## src/rtl/priority_arbiter_pkg.sv

```systemverilog
`default_nettype none
// ============================================================================
// Module      : priority_arbiter_pkg
// Description : Shared types, constants and helpers for the 4-way arbiter.
// Revision    : 1.0 - initial release
// ============================================================================
package priority_arbiter_pkg;

    localparam int NREQ = 4;

    typedef enum logic [1:0] {
        ST_IDLE  = 2'd0,
        ST_GRANT = 2'd1,
        ST_GAP   = 2'd2
    } arb_state_t;

    function automatic logic [NREQ-1:0] onehot(input logic [1:0] id);
        logic [NREQ-1:0] v;
        v     = '0;
        v[id] = 1'b1;
        return v;
    endfunction

endpackage
`default_nettype wire

```

## src/rtl/priority_arbiter_if.sv

```systemverilog
`default_nettype none
// ============================================================================
// Module      : priority_arbiter_if
// Description : Request/grant bundle between requesters and the arbiter.
// Revision    : 1.0 - initial release
// ============================================================================
interface priority_arbiter_if;
    import priority_arbiter_pkg::*;

    logic            enable;
    logic            mode;
    logic [NREQ-1:0] req;
    logic [NREQ-1:0] grant;
    logic [1:0]      grant_id;
    logic            grant_valid;
    logic            timeout;

    modport master (
        output enable, mode, req,
        input  grant, grant_id, grant_valid, timeout
    );

    modport slave (
        input  enable, mode, req,
        output grant, grant_id, grant_valid, timeout
    );
endinterface
`default_nettype wire

```

## src/rtl/priority_arbiter_pick.sv

```systemverilog
`default_nettype none
// ============================================================================
// Module      : arb_pick
// Description : Combinational winner selection, fixed priority or round-robin.
// Revision    : 1.0 - initial release
// ============================================================================
module arb_pick
    import priority_arbiter_pkg::*;
(
    input  wire logic [NREQ-1:0] req,
    input  wire logic            mode,
    input  wire logic [1:0]      last_id,
    output logic      [1:0]      win_id,
    output logic                 win_valid
);

    logic [1:0] w_idx;

    // Both loops run lowest-precedence first so the final hit is the winner.
    always_comb begin
        win_id    = 2'd0;
        win_valid = |req;
        w_idx     = 2'd0;
        if (!mode) begin
            for (int i = 0; i < NREQ; i++) begin
                if (req[i]) win_id = 2'(i);
            end
        end else begin
            for (int k = NREQ; k >= 1; k--) begin
                w_idx = last_id + 2'(k);
                if (req[w_idx]) win_id = w_idx;
            end
        end
    end

endmodule
`default_nettype wire

```

## src/rtl/priority_arbiter.sv

```systemverilog
`default_nettype none
// ============================================================================
// Module      : priority_arbiter
// Description : 4-requester arbiter with hold limit and one-cycle turnaround.
// Revision    : 1.0 - initial release
// ============================================================================
module priority_arbiter
    import priority_arbiter_pkg::*;
#(
    parameter int MAX_HOLD = 16,
    parameter int CNT_W    = 8
) (
    input  wire logic         clk,
    input  wire logic         rst,
    priority_arbiter_if.slave arb
);

    localparam logic [CNT_W-1:0] c_max_hold = CNT_W'(MAX_HOLD);

    arb_state_t        r_state, w_state_n;
    logic [NREQ-1:0]   r_grant, w_grant_n;
    logic [1:0]        r_grant_id, w_grant_id_n;
    logic              r_valid, w_valid_n;
    logic              r_timeout, w_timeout_n;
    logic [CNT_W-1:0]  r_hold, w_hold_n;
    logic [1:0]        r_last, w_last_n;
    logic [1:0]        w_win_id;
    logic              w_win_valid;

    arb_pick u_pick (
        .req       (arb.req),
        .mode      (arb.mode),
        .last_id   (r_last),
        .win_id    (w_win_id),
        .win_valid (w_win_valid)
    );

    always_ff @(posedge clk) begin
        if (rst) begin
            r_state    <= ST_IDLE;
            r_grant    <= '0;
            r_grant_id <= 2'd0;
            r_valid    <= 1'b0;
            r_timeout  <= 1'b0;
            r_hold     <= '0;
            r_last     <= 2'd3;
        end else begin
            r_state    <= w_state_n;
            r_grant    <= w_grant_n;
            r_grant_id <= w_grant_id_n;
            r_valid    <= w_valid_n;
            r_timeout  <= w_timeout_n;
            r_hold     <= w_hold_n;
            r_last     <= w_last_n;
        end
    end

    always_comb begin
        w_state_n    = r_state;
        w_grant_n    = r_grant;
        w_grant_id_n = r_grant_id;
        w_valid_n    = r_valid;
        w_timeout_n  = 1'b0;
        w_hold_n     = r_hold;
        w_last_n     = r_last;
        case (r_state)
            ST_IDLE: begin
                w_grant_n = '0;
                w_valid_n = 1'b0;
                if (arb.enable && w_win_valid) begin
                    w_state_n    = ST_GRANT;
                    w_grant_n    = onehot(w_win_id);
                    w_grant_id_n = w_win_id;
                    w_valid_n    = 1'b1;
                    w_hold_n     = CNT_W'(1);
                    w_last_n     = w_win_id;
                end
            end
            ST_GRANT: begin
                // Owner release is checked before the hold limit.
                if (!arb.req[r_grant_id]) begin
                    w_state_n = ST_GAP;
                    w_grant_n = '0;
                    w_valid_n = 1'b0;
                end else if (r_hold == c_max_hold) begin
                    w_state_n   = ST_GAP;
                    w_grant_n   = '0;
                    w_valid_n   = 1'b0;
                    w_timeout_n = 1'b1;
                end else begin
                    w_hold_n = r_hold + CNT_W'(1);
                end
            end
            ST_GAP: begin
                w_state_n = ST_IDLE;
                w_grant_n = '0;
                w_valid_n = 1'b0;
            end
            default: begin
                w_state_n = ST_IDLE;
                w_grant_n = '0;
                w_valid_n = 1'b0;
            end
        endcase
    end

    assign arb.grant       = r_grant;
    assign arb.grant_id    = r_grant_id;
    assign arb.grant_valid = r_valid;
    assign arb.timeout     = r_timeout;

endmodule
`default_nettype wire

```

## src/flat_wrapper.sv

```systemverilog
// flat-port wrapper written by rule: the top's interface ports become plain ports
module priority_arbiter_flat import priority_arbiter_pkg::*;
#(
    parameter int MAX_HOLD = 16,
    parameter int CNT_W    = 8
)
  (clk, rst, arb_enable, arb_mode, arb_req, arb_grant, arb_grant_id, arb_grant_valid, arb_timeout);
  priority_arbiter_if arb_i ();
  input  wire logic clk;
  input  wire logic rst;
  input wire logic [$bits(arb_i.enable)-1:0] arb_enable;
  input wire logic [$bits(arb_i.mode)-1:0] arb_mode;
  input wire logic [$bits(arb_i.req)-1:0] arb_req;
  output wire logic [$bits(arb_i.grant)-1:0] arb_grant;
  output wire logic [$bits(arb_i.grant_id)-1:0] arb_grant_id;
  output wire logic [$bits(arb_i.grant_valid)-1:0] arb_grant_valid;
  output wire logic [$bits(arb_i.timeout)-1:0] arb_timeout;
  assign arb_i.enable = arb_enable;
  assign arb_i.mode = arb_mode;
  assign arb_i.req = arb_req;
  assign arb_grant = arb_i.grant;
  assign arb_grant_id = arb_i.grant_id;
  assign arb_grant_valid = arb_i.grant_valid;
  assign arb_timeout = arb_i.timeout;
  priority_arbiter #(.MAX_HOLD(MAX_HOLD), .CNT_W(CNT_W)) u_core (.clk(clk), .rst(rst), .arb(arb_i));
endmodule
```

## config.mk

```make
export PLATFORM = sky130hd
export DESIGN_NAME = priority_arbiter_flat
export DESIGN_NICKNAME = d
export VERILOG_FILES = /design/src/rtl/priority_arbiter_pkg.sv /design/src/rtl/priority_arbiter_if.sv /design/src/rtl/priority_arbiter_pick.sv /design/src/rtl/priority_arbiter.sv /design/src/flat_wrapper.sv
export SDC_FILE = /design/constraint.sdc
export NUM_CORES = 1
export LEC_CHECK = 0
export ABC_AREA = 1
export BUFFER_PORTS_ARGS = -buffer_cell sky130_fd_sc_hd__clkbuf_2
export CAP_MARGIN = 20
export CORE_MARGIN = 5
export CORE_UTILIZATION = 35
export CTS_CLUSTER_DIAMETER = 40
export DETAILED_ROUTE_END_ITERATION = 8
export MAX_ROUTING_LAYER = met4
export SYNTH_ARGS = -nofsm -noshare
export SYNTH_HDL_FRONTEND = slang
export SYNTH_SLANG_ARGS = --single-unit
```

## constraint.sdc

```tcl
create_clock -name clk -period 3.6 [get_ports clk]
set_input_delay 0.72 -clock clk [delete_from_list [all_inputs] [get_ports clk]]
set_output_delay 0.72 -clock clk [all_outputs]
set_load 0.02 [all_outputs]
```

Word-level counts from Yosys, hierarchy flattened
Cells that the tools add are included.

Register bits after elaboration: 20. Bits of input ports: 8. Word-level logic and storage cells: 72.

$add $sub $neg: 4. Order comparisons: 7. Equal/unequal tests: 6. Mux-type cells: 37. Bitwise logic cells: 2. Reduce and logical (&&, ||, !) cells: 9.

Operators by type and width (number): $mux W8 (3); $mux W2 (10); $lt A2 B3 Y1 const B (6); $pmux W8 S2 (1); $mux W4 (3); $mux W1 (11); $bmux W1 S2 (5); $add A8 B1 Y8 const B (1); $eq A8 B5 Y1 const B (1); $pmux W4 S2 (1); $add A2 B2 Y2 const B (2); $ne A2 B1 Y1 const B (2); $pmux W2 S2 (1); $reduce_and A2 Y1 (2); $reduce_and A4 Y1 (1); $reduce_or A4 Y1 (1); $ne A3 B3 Y1 const B (1); $reduce_or A3 Y1 (1); $add A2 B1 Y2 const B (1); $demux W1 S2 (1); $eq A2 B1 Y1 const B (1); $ge A2 B1 Y1 const B (1); $logic_and A1 B1 Y1 (2); $logic_not A2 Y1 (1); 4 further kinds (5).

Longest topological paths before layout
Gate-level depths: netlist of the first run.

Word-level depth: 13. Depth in mapped cells: 14. Mapped depth without buffers: 13.

Modules after synthesis
Synthesis of the first run repeated with hierarchy kept, for this count alone.

Cells, all modules: 178. Area, all modules: 1147.4 um^2.

Modules (own cells, without submodules): priority_arbiter (instances 1, cells an instance 139, area an instance 967.2 um^2, sequential area each 400.4 um^2); arb_pick (instances 1, cells an instance 39, area an instance 180.2 um^2, sequential area each 0.0 um^2).

Worst setup path before layout of the first run
No wires, ideal clock.

Kind: input to register. From: in arb_req[3]. To: reg u_core.r_last[0]. Arrival: 1.520 ns. Required time: 3.481 ns. Path slack: 1.961 ns. Cell stages on the path: 12. Path buffers: 0. Cells stage by stage: inv_1 -> nand2_1 -> nand3_1 -> nand2_1 -> inv_1 -> nand2_2 -> nand3_1 -> nand2_1 -> nand2_2 -> nand2_4 -> a21oi_1 -> o21ai_1.

Longest elaborated chain between the ends: 7.

RTL lines: start: declaration (RTL line flat_wrapper.sv:13) `input wire logic [$bits(arb_i.req)-1:0] arb_req;`; $bmux W1 S2 (RTL line priority_arbiter_pick.sv:31) `if (req[w_idx]) win_id = w_idx;`; $mux W1 (not written as such) (RTL line priority_arbiter_pick.sv:31); $mux W2 (4 in a row) (RTL line priority_arbiter_pick.sv:31); $mux W2 (RTL line priority_arbiter_pick.sv:24) `if (!mode) begin`; end signal: assignment (RTL line priority_arbiter.sv:54) `r_last <= w_last_n;`; end: declaration (RTL line priority_arbiter.sv:26) `logic [1:0] r_last, w_last_n;`.

Several ways; a longest one is shown, not always the timed one. The select of a mux whose other input is x is not followed. A chain may end at the register's enable or synchronous reset.

Final worst setup path of the first run
From: reg u_core.r_last[0]. To: reg u_core.r_last[0].

Longest elaborated chain between the ends: 7.

RTL lines (RTL line): $add A2 B2 Y2 or $bmux W1 S2 (tied branches) (priority_arbiter_pick.sv:30, priority_arbiter_pick.sv:31); $bmux W1 S2 or $mux W1 (tied branches) (priority_arbiter_pick.sv:31); $mux W1 (not written as such) or $mux W2 (tied branches) (priority_arbiter_pick.sv:31); $mux W2 (2 in a row) (priority_arbiter_pick.sv:31); $mux W2 * (priority_arbiter_pick.sv:31); $mux W2 * (priority_arbiter_pick.sv:24).

Mark *: on every way between the ends. The rest lies on a longest branch, timed or not. The select of a mux whose other input is x is not followed.

==> metrics.md, run 1 <==
| Metric | Value |
|---|---|
| Core area | between 0.003 and 0.004 mm^2 |
| Placement Rows | 21 |
| Outcome | complete, no violations |
| Die area | approximately 0.0047 mm^2 |
| Reg2Reg Depth | 11 |
| Total grt overflow | 0 |
| Main combinational cell family by area after synthesis | simple AND/OR/NAND/NOR gates |
| Worst-path clk slew | about 0.11 ns |
| #FFs+latches synth | 20 |
| Setup slack, reg-to-reg | between 1.5 and 2 ns |
| P_int | ~340 uW |
| Slew margin rel. | 0.687 |
| CP startpoint | u_core.r_last[0] |
| Die Wd | 68.9 um |
| Post-CTS Resized | 0 |
| Final Hold Fails | 0 |
| RSZ-0062 raised after global routing | false |
| Reg-to-Reg Start | u_core.r_last[0] |
| Sequential share of power | 0.473 |
| Total track usage | 0.124 |
| Maximum fanout along the worst path | 9 |
| Port buffer count | 15 |
| Number of buffers created by CTS | 3 |
| DRC Markers | 0 |
| CTS H-tree depth | 1 |
| Logic pwr share | 0.276 |
| Synth warn | 0 |
| Antenna viol nets, final | 0 |
| Total vias in the final route | between 1,000 and 1,500 |
| Total Routed Length | ~2.5 mm |
| Hold WC Path Type | reg2reg |
| Worst Hold Path Cells | 2 |
| Adder-Cell Fraction of Synth Area | 0.0206 |
| Final Setup Violations | 0 |
| Via density | approximately 4.4 |
| Clk pwr share | 0.250 |
| Clock Path Buffers | 2 |
| RR Endpoint | u_core.r_last[0] |
| Clock sinks | 20 |
| Die height | ~69 um |
| First-pass GRT wire length | between 4 and 5 mm |
| Layout Skew | approximately 0.00089 ns |
| Distinct cells, synth | 27 |
| DR iter-0 viols | 50 |
| Final critical-path required period | 1.70 ns |
| Critical path endpoint category | register |
| Mux cell area share after synthesis | 0 |
| Maximum vdd drop | approximately 0.13 mV |
| Number of diodes | 0 |
| PD cells | between 300 and 400 mW/mm^2 |
| Clk root buf | clkbuf_4 |
| Startpoint of the worst hold path | u_core.arb.grant[2] |
| Min Hold Slack | ~0.48 ns |
| CP bufs+invs | 1 |
| Slowest cell on crit path | dfxtp_1 |
| Post-synthesis compound-gate area fraction | 0.109 |
| Initial core utilization | 0.364 |
| Slew @ Worst Pin | ~0.47 ns |
| Setup TNS | 0 ns |
| Syn_nets | around 190 |
| Mapped cell area | 0.00121 mm^2 |
| Initial antenna violation count | 0 |
| CTS tree | built |
| RD Place Congestion | between 0.7 and 0.8 |
| Crit-path leading delay family | simple AND/OR/NAND/NOR gates |
| Final std cells w/o fill | roughly 240 |
| Mapped Cells | ~180 |
| I/O pin total | 16 |
| Worst path max stage delay | between 0.6 and 0.7 ns |
| Fill cells | about 370 |
| Vias in the first global route | just under 1,000 |
| Nets@finish | 206 |
| Max Clk Rate | approximately 590 MHz |
| DP Cell Count | 237 |
| Seq/Total Area, Yosys | 0.330 |
| Simple-Gate Fraction of Synth Area | 0.378 |
| Avg Inst Size Synth | ~6.8 um^2 |
| Post-synthesis xor/xnor area fraction | 0.0289 |
| Hold_buf cts | 0 |
| DP Wirelength | 1.93 mm |
| CP startpoint kind | register |
| Largest net degree at the start of global routing | 18 |
| Setup CP Type | reg2reg |
| Number of max-cap violations | 0 |
| Hold EP | u_core.arb.grant[2] |
| Arrival @ worst endpoint | approximately 1.9 ns |
| Post-CTS Setup Bufs | 0 |
| Worst path most repeated cell | nand2_1 |
| Switching power | around 180 uW |
| Share of layout cells above drive strength 1 | 0.215 |
| Crit share post-route | 0.473 |
| Clk Latency, worst-skew pair | ~0.30 ns |
| Net switching fraction of the power | 0.344 |
| Critical Path RT | ~3.8 ns |
| Critical Path, Cell by Cell | nand2_1, nand3_1, nand2_1, inv_1, nand2_2, nand3_1, nand2_1, nand2_2, nand2_4, a21oi_1, o21ai_1 |
| 1st-pass router iterations | 4 |
| Layout area overhead | 10.7% |
| P_leak | between 0.0006 and 0.0007 uW |
| Final Max Tran Viols | 0 |
| Wire per inst | 10.3 um |
## power groups by stage
stage / Sequential, uW / Clock, uW / Combinational, uW
after floorplan: 253 / 0 / 114
after global placement: 252 / 0 / 146
after detailed placement: 252 / 0 / 145
after CTS: 247 / 134 / 146
after global routing: 250 / 143 / 165
final: 247 / 130 / 144
## tightest hold or removal path: cells and delay by family, from the launching register on
family          cells  cell delay, ns
flops               1            0.33
simple gates        1            0.06
compound gates      1            0.06
## through the flow
stage | cell area [um^2] | worst slack [ns] | util | power [uW]
2_1_floorplan | 1210 | 1.96 | - | 367
3_3_place_gp | 1310 | 1.70 | 0.392 | 398
4_1_cts | 1340 | 1.88 | 0.403 | 527
6_report | 1340 | 1.90 | 0.403 | 522
3_5_place_dp | 1310 | 1.67 | 0.392 | 397
5_1_grt | 1340 | 1.72 | 0.403 | 557
## cells by family (layout without fill, tap and decap cells)
kind of cell / after synthesis / count (layout)
AO/OA/AOI/OAI: 24 / 24
AND/OR/NAND/NOR: 96 / 96
XOR/XNOR: 4 / 4
flip-flops: 20 / 20
adder cells (fa/ha/maj): 2 / 2
buffers and inverters: 33 / 49
## registers in the layout, summed over array words and instances, names as in the netlist
signal	count
u_core.arb.grant	4
u_core.arb.grant_id	2
u_core.arb.grant_valid	1
u_core.arb.timeout	1
u_core.r_hold	8
u_core.r_last	2
u_core.r_state	2
## per-layer routing
metal	vias to the layer above	part of all wire	track usage
li1	602	-	-
met1	448	0.55	0.174
met2	18	0.40	0.180
met3	4	0.037	0.0243
met4	0	0.0085	0.0365
met5	-	0	-
## area by class of cell
class / count / area (um^2) / area share
clock buffer: 4 / 36.3 / 0.0270
timing repair buffer: 15 / 75.1 / 0.0559
multi-input combinational: 126 / 652 / 0.485
tap: 46 / 57.6 / 0.0428
inverter: 30 / 123 / 0.0912
sequential: 20 / 400 / 0.298
## Yosys cell counts (all sizes together)
| cell | count | area [um^2] |
|---|---|---|
| buf | 1 | 11.3 |
| o21a | 1 | 7.51 |
| a32oi | 1 | 8.76 |
| nor2 | 13 | 51.3 |
| nand2 | 60 | 263 |
| o21ai | 5 | 25.0 |
| o211ai | 1 | 7.51 |
| nand3 | 13 | 80.1 |
| a21oi | 16 | 83.8 |
| nand4 | 6 | 37.5 |
| nor4 | 2 | 12.5 |
| ha | 2 | 25.0 |
| dfxtp | 20 | 400 |
| inv | 30 | 123 |
| clkbuf | 2 | 27.5 |
| xor2 | 4 | 35.0 |
| nor3 | 2 | 15.0 |
## how the worst max path moves through the flow
stage	depth (start not counted)	slack [ns]	to
2_1_floorplan	12	1.96	u_core.r_last[0]
3_3_place_gp	13	1.70	u_core.r_last[0]
3_5_place_dp	13	1.67	u_core.r_last[0]
4_1_cts	11	1.88	u_core.r_last[0]
5_1_grt	11	1.72	u_core.r_last[0]
6_report	11	1.90	u_core.r_last[0]
## cell usage in the layout (no fill, tap or decap), types with 2 or more instances in the layout
cell type,netlist,layout
dfxtp_1,20,20
nor2_1,12,12
nand4_1,6,6
o21ai_1,4,4
inv_2,4,4
nand2_4,2,2
nor4_1,2,2
nand2_1,49,49
nand3_1,10,10
ha_1,2,2
xor2_1,4,4
clkbuf_4,0,3
a21oi_1,15,15
nand3_2,3,3
inv_1,24,24
nand2_2,9,9
clkbuf_2,0,15
No activity file was read; power rests on OpenSTA's default activity.
==> inputs of run 2 (changes only) <==
==> constraint.sdc (replaced) <==
create_clock -name clk -period 1.8 [get_ports clk]
set_input_delay 0.36 -clock clk [delete_from_list [all_inputs] [get_ports clk]]
set_output_delay 0.36 -clock clk [all_outputs]
set_load 0.02 [all_outputs]
==> run 2 against run 1 <==
  * First-iteration DRC count is 4.0% higher
  * Flip-flop and latch count stayed put
  * Combinational power is 110% higher
  * Largest cell class unchanged
  * Sequential power is 96% higher
  * Clock power is 98% higher
  * Count of clock-buffer cells in the layout stayed put
  * Global-route usage is 0.078 points lower
  * Highest routed layer unchanged
  * Worst hold slack worse by 0.051 ns
  * Design area is 0.56% higher
  * Register-to-register slack worse by 1.6 ns
==> metrics.md, run 2 (synthesized netlist as in run 1, its figures left out) <==
| Metric | Value |
|---|---|
| Outcome | complete, no violations |
| Largest Register | u_core.r_hold |
| Slowest cell on crit path | dfxtp_1 |
| Initial core utilization | 0.364 |
| Total grt overflow | 0 |
| Reg-to-Reg Start | u_core.r_last[1] |
| Layout area overhead | 11.3% |
| CTS tree | built |
| DR iter-0 viols | 52 |
| Number of buffers created by CTS | 3 |
| Clk pwr share | 0.247 |
| Final Setup Violations | 0 |
| Worst path max stage delay | 0.42 ns |
| Die height | between 60 and 70 um |
| Die area | around 0.0047 mm^2 |
| Final critical-path required period | about 1.5 ns |
| Placement Rows | 21 |
| Max Clk Rate | about 660 MHz |
| Post-CTS Resized | 0 |
| Clock Path Buffers | 2 |
| Clk root buf | clkbuf_4 |
| Hold WC Path Type | in2reg |
| PD cells | 772 mW/mm^2 |
| 1st-pass router iterations | 4 |
| Vias in the first global route | ~960 |
| Maximum vdd drop | 0.395 mV |
| Setup slack, reg-to-reg | just under 0.3 ns |
| Clock sinks | 20 |
| RSZ-0062 raised after global routing | false |
| Clk Latency, worst-skew pair | roughly 0.30 ns |
| Final Hold Fails | 0 |
| Critical Path RT | around 2 ns |
| Util after Layout | 0.405 |
| Most common cell after layout, fill and taps aside | nand2_1 |
| Largest net degree at the start of global routing | 18 |
| Net switching fraction of the power | 0.342 |
| Worst-path clk slew | between 0.1 and 0.15 ns |
| Total track usage | 0.123 |
| RD Place Congestion | 0.921 |
| Post-CTS Setup Bufs | 0 |
| I/O pin total | 16 |
| Crit-path leading delay family | simple AND/OR/NAND/NOR gates |
| P_int | a little under 700 uW |
| First-pass GRT wire length | 4.26 mm |
| DP Wirelength | around 1.9 mm |
| Sequential share of power | 0.465 |
| RR Endpoint | u_core.arb.grant[0] |
| Layout Skew | about 0.0021 ns |
| CP startpoint kind | register |
| Number of diodes | 0 |
| P_leak | 0.000648 uW |
| Hold EP | u_core.arb.grant_id[0] |
| CP startpoint | u_core.r_last[1] |
| Reg2Reg Depth | 12 |
| Slew @ Worst Pin | between 0.3 and 0.4 ns |
| Total Routed Length | between 2 and 2.5 mm |
| Die Wd | roughly 69 um |
| CTS H-tree depth | 1 |
| Initial antenna violation count | 0 |
| Port buffer count | 15 |
| Most frequent cells in the layout | nand2_1, inv_1, dfxtp_1 |
| Slew margin rel. | 0.748 |
| Logic pwr share | 0.288 |
| Startpoint of the worst hold path | arb_enable |
| Worst Hold Path Cells | 4 |
| Total vias in the final route | ~1,100 |
| DRC Markers | 0 |
| Antenna viol nets, final | 0 |
| Maximum fanout along the worst path | 5 |
| CP bufs+invs | 2 |
| Setup CP Type | reg2reg |
| Worst path most repeated cell | nand2_1 |
| Crit share post-route | 0.839 |
| Setup TNS | 0 ns |
| Fill cells | ~360 |
| Final Max Tran Viols | 0 |
| Min Hold Slack | approximately 0.43 ns |
| Hold_buf cts | 0 |
| Number of max-cap violations | 0 |
| Max reg flops | 8 |
| Share of layout cells above drive strength 1 | 0.219 |
| Wire per inst | 10.2 um |
| Critical Path, Cell by Cell | inv_1, nand2_1, nand2_1, nand2_1, nand2_1, nor2_1, nand2_1, nand2_1, nand2_2, inv_1, nand4_1, a21oi_1 |
| Via density | roughly 4.6 |
| Core area | 0.00334 mm^2 |
| Critical path endpoint category | register |
| Switching power | 356 uW |
| Arrival @ worst endpoint | 1.74 ns |
| Nets@finish | 207 |
## run 2: worst register-to-register path, cell delays in order (launching register included)
cell,delay [ns]
dfxtp_1,0.42
inv_1,0.13
nand2_1,0.08
nand2_1,0.06
nand2_1,0.07
nand2_1,0.07
nor2_1,0.09
nand2_1,0.06
nand2_1,0.07
nand2_2,0.07
inv_1,0.07
nand4_1,0.09
a21oi_1,0.14
## run 2: final cells by class
type	count	area [um^2]	share of cell area
clock buffers	4	36.3	0.0269
inverters	30	123	0.0907
multi-input cells	126	652	0.482
flip-flops and latches	20	400	0.296
well taps	46	57.6	0.0426
repair buffers	16	82.6	0.0611
## run 2: power by group through the flow
stage | combinational (uW) | clock, uW | sequential, uW
6_report | 300 | 258 | 485
5_1_grt | 340 | 289 | 490
4_1_cts | 302 | 273 | 485
3_5_place_dp | 301 | 0 | 496
3_3_place_gp | 305 | 0 | 495
2_1_floorplan | 228 | 0 | 506
## run 2: per-layer routing
metal	part of all wire	vias up	GRT usage	wire [um]
li1	-	604	-	-
met5	0	-	-	0
met1	0.52	480	0.168	1290
met2	0.41	22	0.177	1000
met3	0.060	2	0.0389	148
met4	0.0077	0	0.0292	19
## run 2: worst max path at each step
stage / endpoint / slack, ns / cells past startpoint
after floorplan: u_core.r_hold[2] / 0.46 / 7
after global placement: u_core.arb.grant[0] / 0.30 / 12
after detailed placement: u_core.arb.grant[0] / 0.29 / 7
after CTS: u_core.arb.grant[0] / 0.28 / 12
after global routing: u_core.arb.grant[0] / 0.11 / 12
final: u_core.arb.grant[0] / 0.29 / 12
## run 2: metrics by stage
step	area, um^2	setup slack (ns)	total power [uW]	instances
5_1_grt	1350	0.106	1120	242
6_report	1350	0.289	1040	242
2_1_floorplan	1210	0.461	734	179
3_5_place_dp	1320	0.290	796	238
3_3_place_gp	1320	0.299	800	238
4_1_cts	1350	0.279	1060	242
==> inputs of run 3 (changes only) <==
--- a/config.mk
+++ b/config.mk
@@ -5,7 +5,7 @@
 export SDC_FILE = /design/constraint.sdc
 export NUM_CORES = 1
 export LEC_CHECK = 0
-export ABC_AREA = 1
+export ABC_AREA = 0
 export BUFFER_PORTS_ARGS = -buffer_cell sky130_fd_sc_hd__clkbuf_2
 export CAP_MARGIN = 20
 export CORE_MARGIN = 5
==> constraint.sdc (replaced) <==
create_clock -name clk -period 1.4 [get_ports clk]
set_input_delay 0.28 -clock clk [delete_from_list [all_inputs] [get_ports clk]]
set_output_delay 0.28 -clock clk [all_outputs]
set_load 0.02 [all_outputs]
==> run 3 against run 2 <==
  * The flow now finishes with violations (setup timing)
  * Design area is 4.4% lower
  * Global-route usage rose by 0.12 points
  * First-iteration DRC count is 67% lower
  * Non-clock buffer count grew 19
  * Critical path type unchanged
  * Largest power group unchanged
  * Highest routed layer unchanged
==> metrics.md, run 3 <==
| Metric | Value |
|---|---|
| Util after Layout | 0.481 |
| Clk root buf | clkbuf_4 |
| Arrival @ worst endpoint | 1.83 ns |
| Final std cells w/o fill | 173 |
| Clock sinks | 20 |
| Total track usage | 0.125 |
| Die height | between 60 and 70 um |
| CP startpoint kind | register |
| Total grt overflow | 0 |
| Nets@finish | roughly 150 |
| Maximum fanout along the worst path | 6 |
| Sequential share of power | 0.485 |
| Critical path endpoint category | register |
| Slowest cell on crit path | mux4_2 |
| Largest Register | u_core.r_hold |
| Maximum vdd drop | 0.773 mV |
| Max Clk Rate | around 620 MHz |
| Mapped cell area | 957 um^2 |
| Most frequent cells in the layout | buf_4, dfxtp_1, clkbuf_2 |
| Vias in the first global route | between 800 and 900 |
| Ranking of synthesized cells by area | dfxtp_1, xor2_1, nor2_1, a21oi_1, a32o_1 |
| Layout area overhead | 35.0% |
| Clock Path Buffers | 2 |
| Most numerous cell in the Yosys netlist | dfxtp_1 |
| Clk pwr share | 0.316 |
| Number of buffers created by CTS | 3 |
| Via density | roughly 5.2 |
| Total vias in the final route | around 900 |
| P_leak | roughly 0.00054 uW |
| Antenna viol nets, final | 0 |
| Stages on worst setup path | 4 |
| Seq/Total Area, Yosys | 0.418 |
| RSZ-0062 raised after global routing | true |
| Setup CP Type | reg2reg |
| Share of layout cells above drive strength 1 | 0.394 |
| Slew @ Worst Pin | ~0.37 ns |
| Final Worst Setup Slack | -0.225 ns |
| DRC Markers | 0 |
| Placement Rows | 19 |
| Syn_nets | approximately 120 |
| Hold_buf cts | 0 |
| Failing checks | setup timing |
| Total Routed Length | roughly 2.2 mm |
| Distinct cells, synth | 35 |
| Outcome | finished with violations |
| Initial core utilization | 0.356 |
| Switching power | 340 uW |
| CTS tree | built |
| Worst path max stage delay | between 0.4 and 0.5 ns |
| Number of max-cap violations | 0 |
| Async S/R FF share, synth | 0 |
| First-pass GRT wire length | 3.82 mm |
| Crit-path leading delay family | multiplexers |
| P_int | approximately 940 uW |
| Final Setup Violations | 16 |
| #FFs+latches synth | 20 |
| Hold WC Path Type | in2reg |
| Critical Path, Cell by Cell | mux4_2, and3b_2, and2_4, a32o_1 |
| Post-synth EDFFs | 0 |
| Port buffer count | 15 |
| Max reg flops | 8 |
| I/O pin total | 16 |
| DR iter-0 viols | 17 |
| 1st-pass router iterations | 4 |
| Layout Skew | 0.00738 ns |
| Ys flop type | dfxtp_1 |
| Die Wd | approximately 62 um |
| Crit share post-route | 1.16 |
| Clk Latency, worst-skew pair | 0.31 ns |
| Final critical-path required period | ~1.6 ns |
| Top cells by count, synth | dfxtp_1, nor2_1, a21oi_1, nand2_1 |
| Number of diodes | 0 |
| Final Hold Fails | 0 |
| Logic pwr share | 0.199 |
| Worst Hold Path Cells | 2 |
| CP bufs+invs | 0 |
| Core area | between 0.002 and 0.003 mm^2 |
| Wire per inst | between 10 and 15 um |
| CTS H-tree depth | 1 |
| RD Place Congestion | 0.803 |
| Critical Path RT | roughly 1.6 ns |
| Setup TNS | -2.78 ns |
| DP Wirelength | approximately 1.7 mm |
| Initial antenna violation count | 0 |
| Cell taking the most area after synthesis | dfxtp_1 |
| Net switching fraction of the power | 0.266 |
| Final Max Tran Viols | 0 |
| DP Cell Count | about 170 |
| PD cells | around 990 mW/mm^2 |
| Synth warn | 0 |
| Tot Pwr | ~1300 uW |
| Slew margin rel. | 0.748 |
| Mapped Cells | about 110 |
| Yosys top cell area share | 0.418 |
| Worst-path clk slew | about 0.12 ns |
| Reg2Reg Depth | 4 |
| Min Hold Slack | ~0.20 ns |
| Largest net degree at the start of global routing | 13 |
| Avg Inst Size Synth | between 9 and 10 um^2 |
| Die area | a little under 0.004 mm^2 |
## run 3: cell types whose count changed after synthesis, moves of 5 or more
cell	change
nand2_1	-41
inv_1	-18
nand2_2	-9
a21oi_1	-7
nand3_1	-5
o21ai_0	+5
## run 3: metal layers
| metal | wire (um) | track usage | up-vias |
|---|---|---|---|
| met2 | 1110 | 0.203 | 16 |
| met5 | 0 | - | - |
| met3 | 87 | 0.0270 | 5 |
| met1 | 988 | 0.149 | 420 |
| li1 | - | - | 457 |
| met4 | 39 | 0.0477 | 0 |
## run 3: stage by stage
stage               setup WS, ns  instance area [um^2]
finish                    -0.225                  1290
global route              -0.283                  1290
CTS                       -0.227                  1270
detailed placement        -0.328                  1200
global placement          -0.318                  1200
floorplan                 -0.344                   985
## run 3: worst register-to-register path, cell delays in order, from the launching register on
cell and delay (ns):
dfxtp_4 0.37, mux4_2 0.48, and3b_2 0.27, and2_4 0.20
a32o_1 0.22
## run 3: timing repair
| item | in CTS | in global routing |
|---|---|---|
| gates resized for setup | 4 | 7 |
| gates cloned | 1 | 0 |
| setup buffers | 1 | 0 |
| endpoints found under the hold margin | 0 | 0 |
| endpoints found under the setup margin | 18 | 19 |
| pin swaps | 10 | 11 |
## run 3: worst paths after layout
check / from / to / slack, ns
min reg2reg: u_core.arb.grant_valid / u_core.arb.grant_valid / 0.47
max reg2reg: u_core.arb.grant_id[1] / u_core.arb.grant[0] / -0.22
max: u_core.arb.grant_id[1] / u_core.arb.grant[0] / -0.22
min: rst / u_core.arb.grant_valid / 0.20
## run 3: area by class of cell
| type | instances | area, um^2 |
|---|---|---|
| tap | 31 | 38.8 |
| fill | 278 | 1390 |
| multi-input combinational | 77 | 546 |
| inverter | 6 | 22.5 |
| clock buffer | 4 | 47.5 |
| timing repair buffer | 35 | 233 |
| sequential | 20 | 405 |
## run 3: power groups by stage
| stage | clock, uW | sequential, uW | combinational, uW |
|---|---|---|---|
| 2_1_floorplan | 0 | 647 | 130 |
| 3_3_place_gp | 0 | 631 | 233 |
| 3_5_place_dp | 0 | 631 | 236 |
| 4_1_cts | 414 | 619 | 246 |
| 5_1_grt | 439 | 625 | 281 |
| 6_report | 405 | 621 | 255 |
## run 3: cell families (layout without fill, tap and decap cells)
| family | Yosys count | count (layout) | synth area share |
|---|---|---|---|
| AOI/OAI and AO/OA | 27 | 27 | 0.195 |
| xor gates and xnor gates | 5 | 5 | 0.0457 |
| adders and majority gates | 2 | 2 | 0.0261 |
| buffers and inverters | 10 | 45 | 0.0588 |
| DFF | 20 | 20 | 0.418 |
| muxes | 1 | 1 | 0.0235 |
| and+or+nand+nor | 41 | 42 | 0.233 |
